==> config.mk <==
export PLATFORM = sky130hd
export DESIGN_NAME = receiver_channel_aggregator
export DESIGN_NICKNAME = d
export VERILOG_FILES = /design/src/rtl/receiver_pkg.sv /design/src/rtl/rr_arbiter.sv /design/src/rtl/receiver_channel_aggregator.sv
export SDC_FILE = /design/constraint.sdc
export NUM_CORES = 1
export LEC_CHECK = 0
export CAP_MARGIN = 40
export CORE_MARGIN = 2
export CORE_UTILIZATION = 59
export CTS_CLUSTER_SIZE = 10
export DETAILED_ROUTE_END_ITERATION = 6
export PLACE_DENSITY = 0.95
export RECOVER_POWER = 100
export SKIP_LAST_GASP = 1
export SLEW_MARGIN = 20
export SYNTH_ARGS = -nofsm -noshare
export SYNTH_HDL_FRONTEND = slang
export SYNTH_SLANG_ARGS = --single-unit
==> constraint.sdc <==
create_clock -name clk_96MHz -period 24.4 [get_ports clk_96MHz]
set_input_delay 2.44 -clock clk_96MHz [delete_from_list [all_inputs] [get_ports clk_96MHz]]
set_output_delay 2.44 -clock clk_96MHz [all_outputs]
set_load 0.1 [all_outputs]
==> src/rtl/receiver_pkg.sv <==
// rtl/receiver_pkg.sv - shared defaults and helpers for the receiver channel aggregator
package receiver_pkg;

    localparam int DEFAULT_DATA_WIDTH = 17;
    localparam int DEFAULT_TS_WIDTH   = 24;
    // 10 ms of clk_96MHz ticks
    localparam int DEFAULT_MAX_AGE    = 960000;

    // Width of a channel index; a single channel still needs one bit.
    function automatic int chan_idx_width(input int n);
        return (n <= 1) ? 1 : $clog2(n);
    endfunction

endpackage

==> src/rtl/rr_arbiter.sv <==
// rtl/rr_arbiter.sv - round-robin priority search starting after the last grant
module rr_arbiter #(
    parameter int N     = 4,
    parameter int IDX_W = 2
) (
    input  logic [N-1:0]     req_i,
    input  logic [IDX_W-1:0] ptr_i,
    output logic [IDX_W-1:0] gnt_idx_o,
    output logic             gnt_valid_o
);

    // Walk candidates from farthest to nearest so the one right after ptr_i wins.
    always_comb begin
        int j;
        gnt_idx_o   = '0;
        gnt_valid_o = 1'b0;
        j           = 0;
        for (int k = N; k >= 1; k--) begin
            j = int'(ptr_i) + k;
            if (j >= N) begin
                j = j - N;
            end
            if (req_i[j]) begin
                gnt_idx_o   = IDX_W'(j);
                gnt_valid_o = 1'b1;
            end
        end
    end

endmodule

==> src/rtl/receiver_channel_aggregator.sv <==
// rtl/receiver_channel_aggregator.sv - per-channel capture slots merged onto one valid/ready stream
module receiver_channel_aggregator
    import receiver_pkg::*;
#(
    parameter int N_CHANNELS = 4,
    parameter int DATA_WIDTH = DEFAULT_DATA_WIDTH,
    parameter int TS_WIDTH   = DEFAULT_TS_WIDTH,
    parameter int MAX_AGE    = DEFAULT_MAX_AGE,
    parameter int CNT_WIDTH  = 8
) (
    input  logic                                     clk_96MHz,
    input  logic                                     reset,
    input  logic [N_CHANNELS-1:0]                    data_availible,
    input  logic [N_CHANNELS*DATA_WIDTH-1:0]         decoded_data,
    input  logic [N_CHANNELS*TS_WIDTH-1:0]           timestamp_last_data,
    input  logic [TS_WIDTH-1:0]                      system_timestamp,
    output logic [N_CHANNELS-1:0]                    reset_bmc_decoder,
    output logic                                     out_valid,
    input  logic                                     out_ready,
    output logic [chan_idx_width(N_CHANNELS)-1:0]    out_channel,
    output logic [DATA_WIDTH-1:0]                    out_data,
    output logic [TS_WIDTH-1:0]                      out_timestamp,
    output logic [N_CHANNELS*CNT_WIDTH-1:0]          drop_count,
    output logic                                     any_pending
);

    localparam int CH_W = chan_idx_width(N_CHANNELS);
    localparam logic [63:0] MAX_AGE_W = 64'(MAX_AGE);

    logic [N_CHANNELS-1:0] avail_q;
    logic [N_CHANNELS-1:0] rbmc_q;
    logic                  armed_q;
    logic [N_CHANNELS-1:0] rise;

    logic [N_CHANNELS-1:0] slot_full;
    logic [DATA_WIDTH-1:0] slot_data [N_CHANNELS];
    logic [TS_WIDTH-1:0]   slot_ts   [N_CHANNELS];

    logic                  out_valid_q;
    logic [CH_W-1:0]       out_channel_q;
    logic [DATA_WIDTH-1:0] out_data_q;
    logic [TS_WIDTH-1:0]   out_ts_q;
    logic [CH_W-1:0]       ptr_q;

    logic [CH_W-1:0]       gnt_idx;
    logic                  gnt_valid;
    logic                  load_out;

    // Edges are masked for the first cycle after reset so a level that was
    // already high while in reset is not mistaken for a fresh word.
    assign rise     = data_availible & ~avail_q & {N_CHANNELS{armed_q}};
    assign load_out = !out_valid_q || out_ready;

    // Edge-detect history and the one-cycle decoder re-arm pulse.
    always_ff @(posedge clk_96MHz or posedge reset) begin
        if (reset) begin
            avail_q <= '0;
            rbmc_q  <= '0;
            armed_q <= 1'b0;
        end else begin
            avail_q <= data_availible;
            rbmc_q  <= rise;
            armed_q <= 1'b1;
        end
    end

    rr_arbiter #(
        .N     (N_CHANNELS),
        .IDX_W (CH_W)
    ) u_rr_arbiter (
        .req_i       (slot_full),
        .ptr_i       (ptr_q),
        .gnt_idx_o   (gnt_idx),
        .gnt_valid_o (gnt_valid)
    );

    // Output register: refills whenever empty or being consumed this cycle.
    always_ff @(posedge clk_96MHz or posedge reset) begin
        if (reset) begin
            out_valid_q   <= 1'b0;
            out_channel_q <= '0;
            out_data_q    <= '0;
            out_ts_q      <= '0;
            ptr_q         <= CH_W'(N_CHANNELS - 1);
        end else if (load_out) begin
            out_valid_q <= gnt_valid;
            if (gnt_valid) begin
                out_channel_q <= gnt_idx;
                out_data_q    <= slot_data[gnt_idx];
                out_ts_q      <= slot_ts[gnt_idx];
                ptr_q         <= gnt_idx;
            end
        end
    end

    for (genvar i = 0; i < N_CHANNELS; i++) begin : g_slot
        logic                  full_q, full_d;
        logic [DATA_WIDTH-1:0] data_q, data_d;
        logic [TS_WIDTH-1:0]   ts_q, ts_d;
        logic [CNT_WIDTH-1:0]  cnt_q, cnt_d;
        logic [TS_WIDTH-1:0]   age;
        logic                  granted;
        logic                  aged;
        logic                  drop;

        assign granted = load_out && gnt_valid && (gnt_idx == CH_W'(i));
        assign age     = system_timestamp - ts_q;
        assign aged    = (MAX_AGE > 0) && full_q && (64'(age) > MAX_AGE_W);

        // Capture beats grant beats ageing; a drop is only a word nobody will see.
        always_comb begin
            full_d = full_q;
            data_d = data_q;
            ts_d   = ts_q;
            drop   = 1'b0;
            if (rise[i]) begin
                full_d = 1'b1;
                data_d = decoded_data[i*DATA_WIDTH +: DATA_WIDTH];
                ts_d   = timestamp_last_data[i*TS_WIDTH +: TS_WIDTH];
                drop   = full_q && !granted;
            end else if (granted) begin
                full_d = 1'b0;
            end else if (aged) begin
                full_d = 1'b0;
                drop   = 1'b1;
            end
            cnt_d = cnt_q;
            if (drop && (cnt_q != '1)) begin
                cnt_d = cnt_q + CNT_WIDTH'(1);
            end
        end

        // Slot contents and saturating drop counter.
        always_ff @(posedge clk_96MHz or posedge reset) begin
            if (reset) begin
                full_q <= 1'b0;
                data_q <= '0;
                ts_q   <= '0;
                cnt_q  <= '0;
            end else begin
                full_q <= full_d;
                data_q <= data_d;
                ts_q   <= ts_d;
                cnt_q  <= cnt_d;
            end
        end

        assign slot_full[i]                           = full_q;
        assign slot_data[i]                           = data_q;
        assign slot_ts[i]                             = ts_q;
        assign drop_count[i*CNT_WIDTH +: CNT_WIDTH]   = cnt_q;
    end

    assign reset_bmc_decoder = rbmc_q;
    assign out_valid         = out_valid_q;
    assign out_channel       = out_channel_q;
    assign out_data          = out_data_q;
    assign out_timestamp     = out_ts_q;
    assign any_pending       = |slot_full;

endmodule

# Word level (Yosys, flattened, before mapping)

Cells that the tools add are included.

$add $sub $neg: 16
Magnitude comparators: 13
Equality and inequality tests: 7
Multiplexer cells: 54
Reductions and logical operators: 30
Shifts and indexed selects: 0
Divide/modulo/power cells: 0
$mul: 0
Bitwise gates (word level): 4

Operators by type and width:

| cell                  | number |
|---|---|
| $ge 32x4->1 const B   | 4 |
| $lt 32x4->1 const B   | 4 |
| $mux 32               | 4 |
| $sub 32x4->32 const B | 4 |
| $gt 24x20->1 const B  | 4 |
| $sub 24x24->24        | 4 |
| $bmux 24 s2           | 1 |
| $mux 24               | 2 |
| $mux 1                | 36 |
| $bmux 17 s2           | 1 |
| $mux 17               | 2 |
| $add 8x1->8 const B   | 4 |
| $ne 8x8->1 const B    | 4 |
| $logic_and 1x1->1     | 17 |
| $reduce_bool 3->1     | 4 |
| $and 4x4->4           | 2 |
| $bmux 1 s2            | 4 |
| $mux 2                | 4 |
| $add 2x2->3 const B   | 2 |
| $logic_not 1->1       | 5 |
| $add 2x3->4 const B   | 1 |
| $eq 2x2->1 const B    | 2 |
| $not 4->4             | 1 |
| $reduce_or 4->1       | 1 |
| other kinds (7)       | 7 |

Memories kept: 0
Flip-flop bits (word level): 255
Latch bits: 0
Logic and storage cells: 148
Bits in read-only memories: 0
Memory bits (writable): 0
Output and inout bits: 81
Input bits: 195

# Longest topological paths before layout

Gate-level depths: netlist (run 1).

Word-level depth: 16
Depth in mapped cells: 13
Mapped depth without buffers: 13

# By module

From an unflattened synthesis (run 1), not the netlist that was laid out.

Cell total of the unflattened synthesis: 1865
Area, all modules: 16219.3 um^2

By module, submodules not included:

| module                      | instances | cells each | seq. area each (um^2) | area an instance (um^2) |
|---|---|---|---|---|
| receiver_channel_aggregator | 1         | 1851       | 6383.6                | 16128.0 |
| rr_arbiter                  | 1         | 14         | 0.0                   | 91.3 |

# Worst setup path before layout (run 1)

No wires, ideal clock.

Path kind: input to register
Start: input system_timestamp[0]
End: register g_slot[3].cnt_q[1]
Data required time: 24273 ps
Path slack: 18815 ps
Buffers on the path: 0
Data arrival time: 5458 ps
Library setup time: 127 ps
Cell stages on the path: 13
Path through: inv_1 > ha_1 > fa_1 > nand2b_1 > a211oi_2 > o21bai_2 > a211oi_1 > o21ai_0 > and3_1 > or4_4 > a311oi_4 > a21boi_2 > mux2_4

Cells in the longest elaborated chain, start to end: 7

RTL lines:

| what                 | RTL line                           | source |
|---|---|---|
| from (decl)          | receiver_channel_aggregator.sv:16  | `input logic [TS_WIDTH-1:0] system_timestamp,` |
| $sub 24x24->24       | receiver_channel_aggregator.sv:107 | `assign age = system_timestamp - ts_q;` |
| $gt 24x20->1         | receiver_channel_aggregator.sv:108 | `assign aged = (MAX_AGE > 0) && full_q && (64'(age) > MAX_AGE_W);` |
| $logic_and 1x1->1    | receiver_channel_aggregator.sv:108 |  |
| $mux 1               | receiver_channel_aggregator.sv:123 | `end else if (aged) begin` |
| $mux 1               | receiver_channel_aggregator.sv:121 | `end else if (granted) begin` |
| $mux 1               | receiver_channel_aggregator.sv:116 | `if (rise[i]) begin` |
| $logic_and 1x1->1    | receiver_channel_aggregator.sv:128 | `if (drop && (cnt_q != '1)) begin` |
| to (signal assigned) | receiver_channel_aggregator.sv:144 | `cnt_q <= cnt_d;` |
| to (decl)            | receiver_channel_aggregator.sv:100 | `logic [CNT_WIDTH-1:0] cnt_q, cnt_d;` |

Every way passes these cells.
A chain may end at the register's enable or synchronous reset.

==> results_dict.tcl, run 1 <==
set metrics [dict create \
    outcome "finished with violations" \
    violations "design-rule violations, max-capacitance violations, max-slew violations" \
    path_cells "dlygate4sd3_1 > clkinvlp_2 > clkbuf_1 > clkbuf_1 > clkbuf_1 > clkbuf_1" \
    rsz0062_at_grt "no" \
    clock_skew_ns 0.0120 \
    numCtsBuffers 30 \
    totalWireLength_um 65400 \
    power_frac_comb_pct 54.8 \
    p_leak_nw 9.77 \
    synth_area_um2 16500 \
    hold_buffers 0 \
    required_ns 24.43 \
    grt_util_all_layers_pct 43.0 \
    rows 61 \
    rr_endpoint "g_slot[3].cnt_q[1]" \
    worst_slew_pin_slew_ns 5.37 \
    start_util_pct 59.7 \
    drv_cap 11 \
    min_period_over_period_pct 45.9 \
    power.switching_w 0.00109 \
    power_w 0.00225 \
    r2r_start "g_slot[3].ts_q[0]" \
    syn_inst 2060 \
    overflow 0 \
    hold_slack_ns 0.474 \
    dr_total_vias 18300 \
    synth_top_area_cell "dfrtp_1" \
    critPathLaunchType "input port" \
    period_minus_slack_ns 11.21 \
    p_int_w 0.00116 \
    hold_path_class "reg2reg" \
    avgSynthCellArea_um2 8.01 \
    final_max_slew_viol_count 545 \
    grt_pass1_vias 18000 \
    drt_pre_antenna_iters 7 \
    fin_util_pct 76.8 \
    cts-root-buf "clkbuf_16" \
    vias_per_cell 6.59 \
    core_um2 27600 \
    clkTransAtPathRegs_ns 0.06 \
    relSlewSlack_pct -258 \
    ys_ff_latch 255 \
    ctsResizeCount 0 \
    wl_per_cell_um 23.6 \
    fmax_mhz 89.2 \
    ant_nets 0 \
    antenna_found_initial 5 \
    synth_top_area_share_pct 38.4 \
    final_layout_size_suffix_gt1_share_pct 4.14 \
    reg2reg_depth 12 \
    cp_max_fo 95 \
    power_frac_seq_pct 26.6 \
    peakVddDrop_uv 90.3 \
    ys_top_cells_by_area "dfrtp_1, nand2_1, ha_1" \
    end_kind "async pin" \
    insertion_delay_ns 0.57 \
    p_per_area_nw_per_um2 106 \
    swShare_pct 48.5 \
    finalNetCount 2674 \
    ctsHtreeMaxLevel 1 \
    worstHoldStart "g_slot[1].data_q[15]" \
    die_h_um 171 \
    area_growth_pct 28.6 \
    drc_errors 34 \
    synth-edff-count 0 \
    setup_viol 0 \
    ys_seq_area_share_pct 38.7 \
    hold_viol 0 \
    ff2ff_setup_slack_ns 19.06 \
    drt-initial-drc-count 2476 \
    yosysWarnings 0 \
    synth-main-ff-cell "dfrtp_1" \
    cts.sinks 255 \
    cts_tree "yes" \
    io_pins 276 \
    ys_types 92 \
    tns_ns 0 \
    cp_common_cell "clkbuf_1" \
    crit_arrival_ns 11.23 \
    die_area_um2 29300 \
    postCtsSetupBuffers 0 \
    cpPeakStageDelay_ns 3.79 \
    die_w_um 171 \
    min_to "g_slot[1].data_q[15]" \
    gp_congestion 1.01 \
    portBuffers 275 \
    crit_slowest_cell "clkbuf_1" \
    path_class "in2async" \
    dp_hpwl_um 43600 \
    worstHoldPathCells 2 \
    max-clock-path-buffers 3 \
    grt_pass1_wl_um 97700 \
    final.fill_count 1860 \
    synth-async-reset-ratio_pct 100 \
    grt_max_degree 118 \
    synth_nets 2355 \
    power_frac_clock_pct 18.6 \
]
power groups by stage:
stage          Sequential (W)  Combinational, W  Clock (W)
2_1_floorplan        0.000933          0.000419          0
3_3_place_gp         0.000588           0.00103          0
3_5_place_dp         0.000597           0.00127          0
4_1_cts              0.000594           0.00129   0.000412
5_1_grt              0.000607           0.00129   0.000430
6_report             0.000600           0.00123   0.000419
per-layer routing:
| metal | vias to the layer above | track usage [%] | routed length, um |
|---|---|---|---|
| met4 | 2 | 28.5 | 5500 |
| met2 | 1481 | 68.3 | 29500 |
| met1 | 8550 | 52.3 | 23400 |
| met3 | 485 | 10.4 | 6940 |
| li1 | 7760 | - | - |
| met5 | - | 1.04 | 15 |
sequential cells by signal (all words and copies together) (netlist names), 2 cells and up:
name               cells
out_channel            2
ptr_q                  2
out_data              17
g_slot.full_q          4
g_slot.ts_q           96
g_slot.data_q         68
g_slot.cnt_q          32
avail_q                4
out_timestamp         24
reset_bmc_decoder      4
critical path: cells and delay by family:
family	cells	cell delay (ns)
buffers and inverters	6	8.72
cells in the mapped netlist, drive strengths merged, types with 6 or more instances:
cell	count
nor2	142
o21bai	7
xnor2	33
a211oi	31
nand2	486
and2	7
and3	20
inv	126
o211ai	38
o31ai	13
dfrtp	253
a31oi	15
nand2b	19
nand4	21
a21o	43
nand3b	7
ha	96
o21a	10
nand3	49
a21oi	125
a311oi	10
a21boi	8
or3	10
o2111ai	8
mux2	6
buf	18
nor2b	11
xor2	46
nor3	18
clkbuf	73
o21ai	225
final cells by class:
cell class | count | area (um2) | share of cell area (%)
Clock buffer | 44 | 845 | 3.98
Antenna cell | 4 | 10.0 | 0.0472
Clock inverter | 2 | 10.0 | 0.0472
Timing Repair Buffer | 378 | 3760 | 17.7
Sequential cell | 255 | 6380 | 30.1
Multi-Input combinational cell | 1588 | 9260 | 43.7
Tap cell | 378 | 473 | 2.23
Inverter | 126 | 474 | 2.24
cell usage in the layout, fill, tap and decap left out, drive strengths merged, types with 11 or more instances in the layout:
cell	count
o21ai	225
nor3	18
a21oi	125
and3	20
nand2	486
clkbuf	114
nand4	21
nor2	142
clkdlybuf4s50	243
inv	124
xnor2	33
nor2b	11
nand3	49
dfrtp	253
xor2	46
nand2b	19
a21o	43
buf	33
dlygate4sd3	32
a31oi	15
o31ai	13
ha	96
o211ai	38
a211oi	31
cell families (layout without fill, tap and decap cells):
family	Yosys count	count (layout)	synth area share (%)
fa+ha+maj	100	100	7.77
flops	255	255	38.7
mux	10	10	0.675
compound gates	582	582	22.3
xor+xnor	79	79	4.19
other cells	1	5	0.0227
simple gates	816	816	21.3
buf+inv	217	550	5.01
per-stage QoR:
step                      cells  area (um2)  setup WS, ns
final                      2775       21200         13.19
after global routing       2773       21200         11.53
after CTS                  2764       21900         18.10
after floorplan            2060       16500         14.95
after detailed placement   2718       21000         17.54
after global placement     2632       19500         17.73
worst max path at each step:
stage                                    from                   to  slack, ns  depth (start not counted)
after detailed placement  system_timestamp[1]   g_slot[2].cnt_q[1]      17.54                         12
after CTS                 system_timestamp[1]   g_slot[2].cnt_q[1]      18.10                         12
after global routing                    reset  g_slot[2].data_q[5]      11.53                          6
after global placement    system_timestamp[1]   g_slot[2].cnt_q[1]      17.73                         12
final                                   reset    g_slot[1].ts_q[0]      13.19                          6
after floorplan                         reset              armed_q      14.95                          1
No activity file was read; power rests on OpenSTA's default activity.
==> run 2: changes to the inputs <==
--- a/config.mk
+++ b/config.mk
@@ -7,10 +7,10 @@
 export LEC_CHECK = 0
 export CAP_MARGIN = 40
 export CORE_MARGIN = 2
-export CORE_UTILIZATION = 59
+export CORE_UTILIZATION = 49
 export CTS_CLUSTER_SIZE = 10
 export DETAILED_ROUTE_END_ITERATION = 6
-export PLACE_DENSITY = 0.95
+export PLACE_DENSITY = 0.89
 export RECOVER_POWER = 100
 export SKIP_LAST_GASP = 1
 export SLEW_MARGIN = 20
==> constraint.sdc (replaced) <==
create_clock -name clk_96MHz -period 10 [get_ports clk_96MHz]
set_input_delay 1 -clock clk_96MHz [delete_from_list [all_inputs] [get_ports clk_96MHz]]
set_output_delay 1 -clock clk_96MHz [all_outputs]
set_load 0.1 [all_outputs]
==> run 2 against run 1 <==
  * The run ends with max-capacitance violations, max-slew violations left
  * Sequential power increased by 140%
  * Setup slack got worse by 9.4 ns
  * Combinational power increased by 140%
  * Global-route usage decreased by 11 points
  * Total power increased by 140%
  * Critical path depth decreased by 1
  * Highest routed layer unchanged
  * Utilization decreased by 13 points
  * Final cell count increased by 2.3%
  * Via count decreased by 5.8%
  * Critical endpoint is now g_slot[0].ts_q[9]
  * Largest cell class unchanged
  * Flip-flop and latch count unchanged
  * Final area increased by 0.94%
==> results_dict.tcl, run 2 (synthesis results as in run 1) <==
set metrics [dict create \
    drc_errors 0 \
    clock_skew_ns 0.0160 \
    grt_pass1_wl_um 92000 \
    postCtsSetupBuffers 0 \
    start_util_pct 49.4 \
    die_w_um 187 \
    p_leak_nw 9.81 \
    final_max_slew_viol_count 523 \
    portBuffers 275 \
    insertion_delay_ns 0.56 \
    hold_buffers 0 \
    dr_total_vias 17200 \
    cts.sinks 255 \
    cts_tree "yes" \
    crit_slowest_cell "clkinvlp_2" \
    top_register "g_slot.ts_q" \
    clkTransAtPathRegs_ns 0.05 \
    routed.top_layer "met5" \
    end_kind "flip-flop" \
    gp_congestion 0.988 \
    path_class "in2reg" \
    vias_per_cell 6.07 \
    ctsResizeCount 0 \
    met3_length_um 4510 \
    period_minus_slack_ns 6.25 \
    rsz0062_at_grt "no" \
    outcome "finished with violations" \
    antenna_found_initial 4 \
    drt_pre_antenna_iters 6 \
    cts-root-buf "clkbuf_16" \
    grt_util_all_layers_pct 32.5 \
    area_growth_pct 29.8 \
    wl_met1_um 23100 \
    p_per_area_nw_per_um2 252 \
    fmax_mhz 160 \
    layout_common_cells "nand2_1, dfrtp_1, clkdlybuf4s50_1" \
    max-clock-path-buffers 3 \
    relSlewSlack_pct -125 \
    reg.largest.list "g_slot.ts_q x96, g_slot.data_q x68, g_slot.cnt_q x32" \
    numCtsBuffers 30 \
    dp_hpwl_um 41900 \
    die_h_um 187 \
    required_ns 10.38 \
    min_period_over_period_pct 62.5 \
    place_ws_ns 4.66 \
    met2_length_um 27200 \
    critPathLaunchType "input port" \
    violations "max-capacitance violations, max-slew violations" \
    ant_nets 0 \
    final_common_cell "nand2_1" \
    drt-initial-drc-count 1809 \
    die_area_um2 35100 \
    largest_reg_flops 96 \
    grt_pass1_vias 17200 \
    overflow 0 \
    final_layout_size_suffix_gt1_share_pct 4.44 \
    hold_viol 0 \
    ctsHtreeMaxLevel 1 \
    drv_cap 11 \
    setup_viol 0 \
    core_um2 33400 \
    worst_slew_pin_slew_ns 3.38 \
    crit_arrival_ns 6.63 \
    io_pins 276 \
    peakVddDrop_uv 261 \
    cp_max_fo 64 \
    cpPeakStageDelay_ns 2.71 \
    power_w 0.00540 \
    hold_path_class "reg2reg" \
    path_buf_inv 3 \
    setup_ws_ns 3.75 \
    path_cells "dlygate4sd3_1 > nand3b_1 > clkbuf_1 > clkinvlp_2 > o21ai_0" \
    tns_ns 0 \
    finalNetCount 2668 \
    wl_per_cell_um 20.6 \
    cp_top_family "buffers and inverters" \
    rows 67 \
    grt_max_degree 127 \
    totalWireLength_um 58600 \
]
[run 2: cell types whose count changed in the layout (fill, tap and decap cells not counted), sizes merged, moves of 3 or more]
cell           delta
clkbuf            -9
buf               +3
clkdlybuf4s50     -3
dlygate4sd3       +3
[run 2: path summary, 6_finish.rpt]
path                                      startpoint                   end  slack (ns)  cells past startpoint
max in group asynchronous                      reset  g_slot[1].data_q[10]        4.21                      5
worst min register to register  g_slot[3].data_q[13]  g_slot[3].data_q[13]        0.47                      2
worst min-delay path            g_slot[3].data_q[13]  g_slot[3].data_q[13]        0.47                      2
min in group asynchronous                      reset    g_slot[0].cnt_q[4]        0.99                      2
worst max-delay path               data_availible[0]     g_slot[0].ts_q[9]        3.75                      5
worst max register to register      g_slot[2].full_q    g_slot[3].cnt_q[1]        3.85                      8
[run 2: report_power, final]
part / total (W) / internal, W / leakage [nW] / switching (W)
Combinational: 0.00293 / 0.000989 / 6.20 / 0.00194
Sequential: 0.00145 / 0.00127 / 3.18 / 0.000184
Clock: 0.00102 / 0.000598 / 0.427 / 0.000423
Total: 0.00540 / 0.00285 / 9.81 / 0.00255
[run 2: through the flow]
step                std cells  hold WS, ns  util [%]  area [um2]
floorplan                2060        0.446         -       16500
global placement         2701        0.458      58.6       19600
detailed placement       2787        0.462      63.5       21200
CTS                      2833        0.476      66.1       22100
global route             2838        0.504      64.2       21400
finish                   2838        0.471      64.2       21400
[run 2: tightest hold or removal path, cell delays in order, from the launching register on]
cell,delay (ns)
dfrtp_1,0.34
nand2_1,0.05
nand2_1,0.05
[run 2: final cells by class]
type,count,area [um2]
Inverter,126,475
Timing Repair Buffer,372,3810
Clock buffer,44,845
Antenna cell,3,7.51
Fill cell,2683,12000
Sequential cell,255,6380
Multi-Input combinational cell,1588,9290
Clock inverter,2,35.0
Tap cell,448,561
[run 2: per-layer routing]
| layer | global-route usage (%) | up-vias |
|---|---|---|
| li1 | - | 7766 |
| met1 | 40.8 | 8199 |
| met2 | 54.1 | 986 |
| met3 | 4.60 | 263 |
| met4 | 18.2 | 2 |
| met5 | 0 | - |
==> run 3: changes to the inputs <==
==> constraint.sdc (replaced) <==
create_clock -name clk_96MHz -period 5.09 [get_ports clk_96MHz]
set_input_delay 0.509 -clock clk_96MHz [delete_from_list [all_inputs] [get_ports clk_96MHz]]
set_output_delay 0.509 -clock clk_96MHz [all_outputs]
set_load 0.1 [all_outputs]
==> run 3 against run 2 <==
  * The flow still finishes with violations (max-capacitance violations, max-slew violations)
  * Hold slack got worse by 0.013 ns
  * Final cell count up 0.42%
  * Setup slack got worse by 3.2 ns
  * Count of clock-buffer cells in the layout rose by 3
  * Non-clock buffer count up 8
  * Sequential power increased by 97%
  * Global-route usage down 0.15 points
  * Highest routed layer unchanged
==> results_dict.tcl, run 3 (synthesis results as in run 1) <==
set metrics [dict create \
    outcome "finished with violations" \
    violations "max-capacitance violations, max-slew violations" \
    top_register "g_slot.ts_q" \
    insertion_delay_ns 0.58 \
    totalWireLength_um 57600 \
    r2r_start "g_slot[0].ts_q[0]" \
    regArea_um2 6380 \
    ctsHtreeMaxLevel 1 \
    reg2reg_depth 13 \
    final_layout_size_suffix_gt1_share_pct 4.75 \
    grt_pass1_vias 17000 \
    cp_max_fo 8 \
    peakVddDrop_uv 502 \
    clock_skew_ns 0.0152 \
    multi_input_area_um2 9290 \
    postCtsSetupBuffers 0 \
    vias_per_cell 5.94 \
    min_period_over_period_pct 90.0 \
    dp_hpwl_um 42100 \
    critPathLaunchType "input port" \
    cts_tree "yes" \
    grt_pass1_wl_um 91000 \
    rows 67 \
    power_frac_comb_pct 54.2 \
    largest_reg_flops 96 \
    p_leak_nw 9.88 \
    grt_util_all_layers_pct 32.4 \
    finalNetCount 2676 \
    wl_per_cell_um 20.2 \
    final_common_cell "nand2_1" \
    path_class "in2reg" \
    period_minus_slack_ns 4.58 \
    die_area_um2 35100 \
    required_ns 5.55 \
    cts-root-buf "clkbuf_16" \
    max-clock-path-buffers 3 \
    layout_common_cells "nand2_1, dfrtp_1, clkdlybuf4s50_1" \
    p_per_area_nw_per_um2 494 \
    drc_errors 0 \
    hold_viol 0 \
    hold_path_class "in2reg" \
    swShare_pct 47.1 \
    core_um2 33400 \
    grt_max_degree 144 \
    rr_endpoint "g_slot[0].cnt_q[1]" \
    ff2ff_setup_slack_ns 0.73 \
    die_w_um 187 \
    ant_nets 0 \
    portBuffers 275 \
    ctsResizeCount 0 \
    fmax_mhz 218 \
    start_util_pct 49.4 \
    min_to "g_slot[1].data_q[10]" \
    io_pins 276 \
    cpPeakStageDelay_ns 0.66 \
    path_cells "dlygate4sd3_1 > inv_1 > fa_1 > nor2b_1 > o31ai_1 > a21boi_0 > o21ai_0 > mux2i_1 > o31ai_1 > nand4_1 > a311oi_1 > clkbuf_1 > a21boi_0 > mux2_2" \
    power.switching_w 0.00500 \
    cts.sinks 255 \
    worst_slew_pin_slew_ns 3.61 \
    gp_congestion 0.917 \
    crit_arrival_ns 5.04 \
    drt-initial-drc-count 1628 \
    overflow 0 \
    end_kind "flip-flop" \
    final_max_slew_viol_count 476 \
    numCtsBuffers 30 \
    tns_ns 0 \
    worstHoldStart "decoded_data[27]" \
    fin_util_pct 64.4 \
    path_buf_inv 3 \
    power_frac_seq_pct 26.8 \
    rsz0062_at_grt "no" \
    power_frac_clock_pct 19.0 \
    reg.largest.list "g_slot.ts_q x96, g_slot.data_q x68, g_slot.cnt_q x32" \
    area_growth_pct 30.2 \
    setup_viol 0 \
    clkTransAtPathRegs_ns 0.06 \
    antenna_found_initial 4 \
    crit_slowest_cell "dlygate4sd3_1" \
    drt_pre_antenna_iters 7 \
    worstHoldPathCells 3 \
    die_h_um 187 \
    relSlewSlack_pct -141 \
    hold_buffers 0 \
    drv_cap 8 \
    final.fill_count 2670 \
    dr_total_vias 16900 \
    cp_top_family "compound AO/OA/AOI/OAI gates" \
    p_int_w 0.00561 \
]
## run 3: cell count changes in the layout (fill, tap and decap cells not counted), moves of 2 or more
cell,previous run,this run
a21boi_0,8,6
buf_4,4,10
clkbuf_1,72,74
clkbuf_2,0,4
inv_1,123,125
## run 3: stage by stage
stage	instances	hold slack, ns	worst slack, ns	total power, W	cell area (um2)
after global placement	2711	0.458	0.329	0.00778	19700
after detailed placement	2795	0.462	0.249	0.00895	21200
after global routing	2850	0.455	0.316	0.0111	21500
after CTS	2845	0.422	0.822	0.0110	22100
after floorplan	2060	0.446	1.23	0.00648	16500
final	2850	0.458	0.511	0.0106	21500
## run 3: worst register-to-register path, stage by stage (launching register included)
cell and delay [ns]:
dfrtp_1 0.43, ha_1 0.24, fa_1 0.39, nor2b_1 0.23, o31ai_1 0.17, a21boi_0 0.46, o21ai_0 0.23, mux2i_1 0.16
o31ai_1 0.28, nand4_1 0.14, a311oi_1 0.54, clkbuf_1 0.41, a21boi_0 0.25, mux2_2 0.32
## run 3: layout make-up
cell class                 instances  area share (%)
multi-input combinational       1588            43.2
sequential                       255            29.7
timing repair buffer             380            18.0
clock buffer                      47            3.88
tap                              448            2.61
inverter                         126            2.21
clock inverter                     3           0.303
antenna                            3          0.0349
## run 3: layer usage
metal	vias up	GRT usage, %	wire length [um]
li1	7775	-	-
met3	240	5.70	4610
met2	921	53.7	27000
met4	2	17.5	3480
met1	7985	40.3	22400
met5	-	0	13
## run 3: worst max-delay path by stage
stage	from	end	slack, ns	cells after the start
2_1_floorplan	reset	armed_q	1.23	1
3_3_place_gp	system_timestamp[1]	g_slot[2].cnt_q[1]	0.33	12
3_5_place_dp	system_timestamp[1]	g_slot[2].cnt_q[1]	0.25	12
4_1_cts	system_timestamp[1]	g_slot[2].cnt_q[1]	0.82	12
5_1_grt	system_timestamp[1]	g_slot[3].cnt_q[1]	0.32	13
6_report	system_timestamp[1]	g_slot[0].cnt_q[1]	0.51	14
## run 3: power by group through the flow
stage               Sequential (W)  Clock [W]  Combinational (W)
global placement           0.00282          0            0.00495
detailed placement         0.00286          0            0.00608
finish                     0.00285    0.00202            0.00575
CTS                        0.00284    0.00204            0.00613
global route               0.00289    0.00213            0.00609
floorplan                  0.00447          0            0.00201
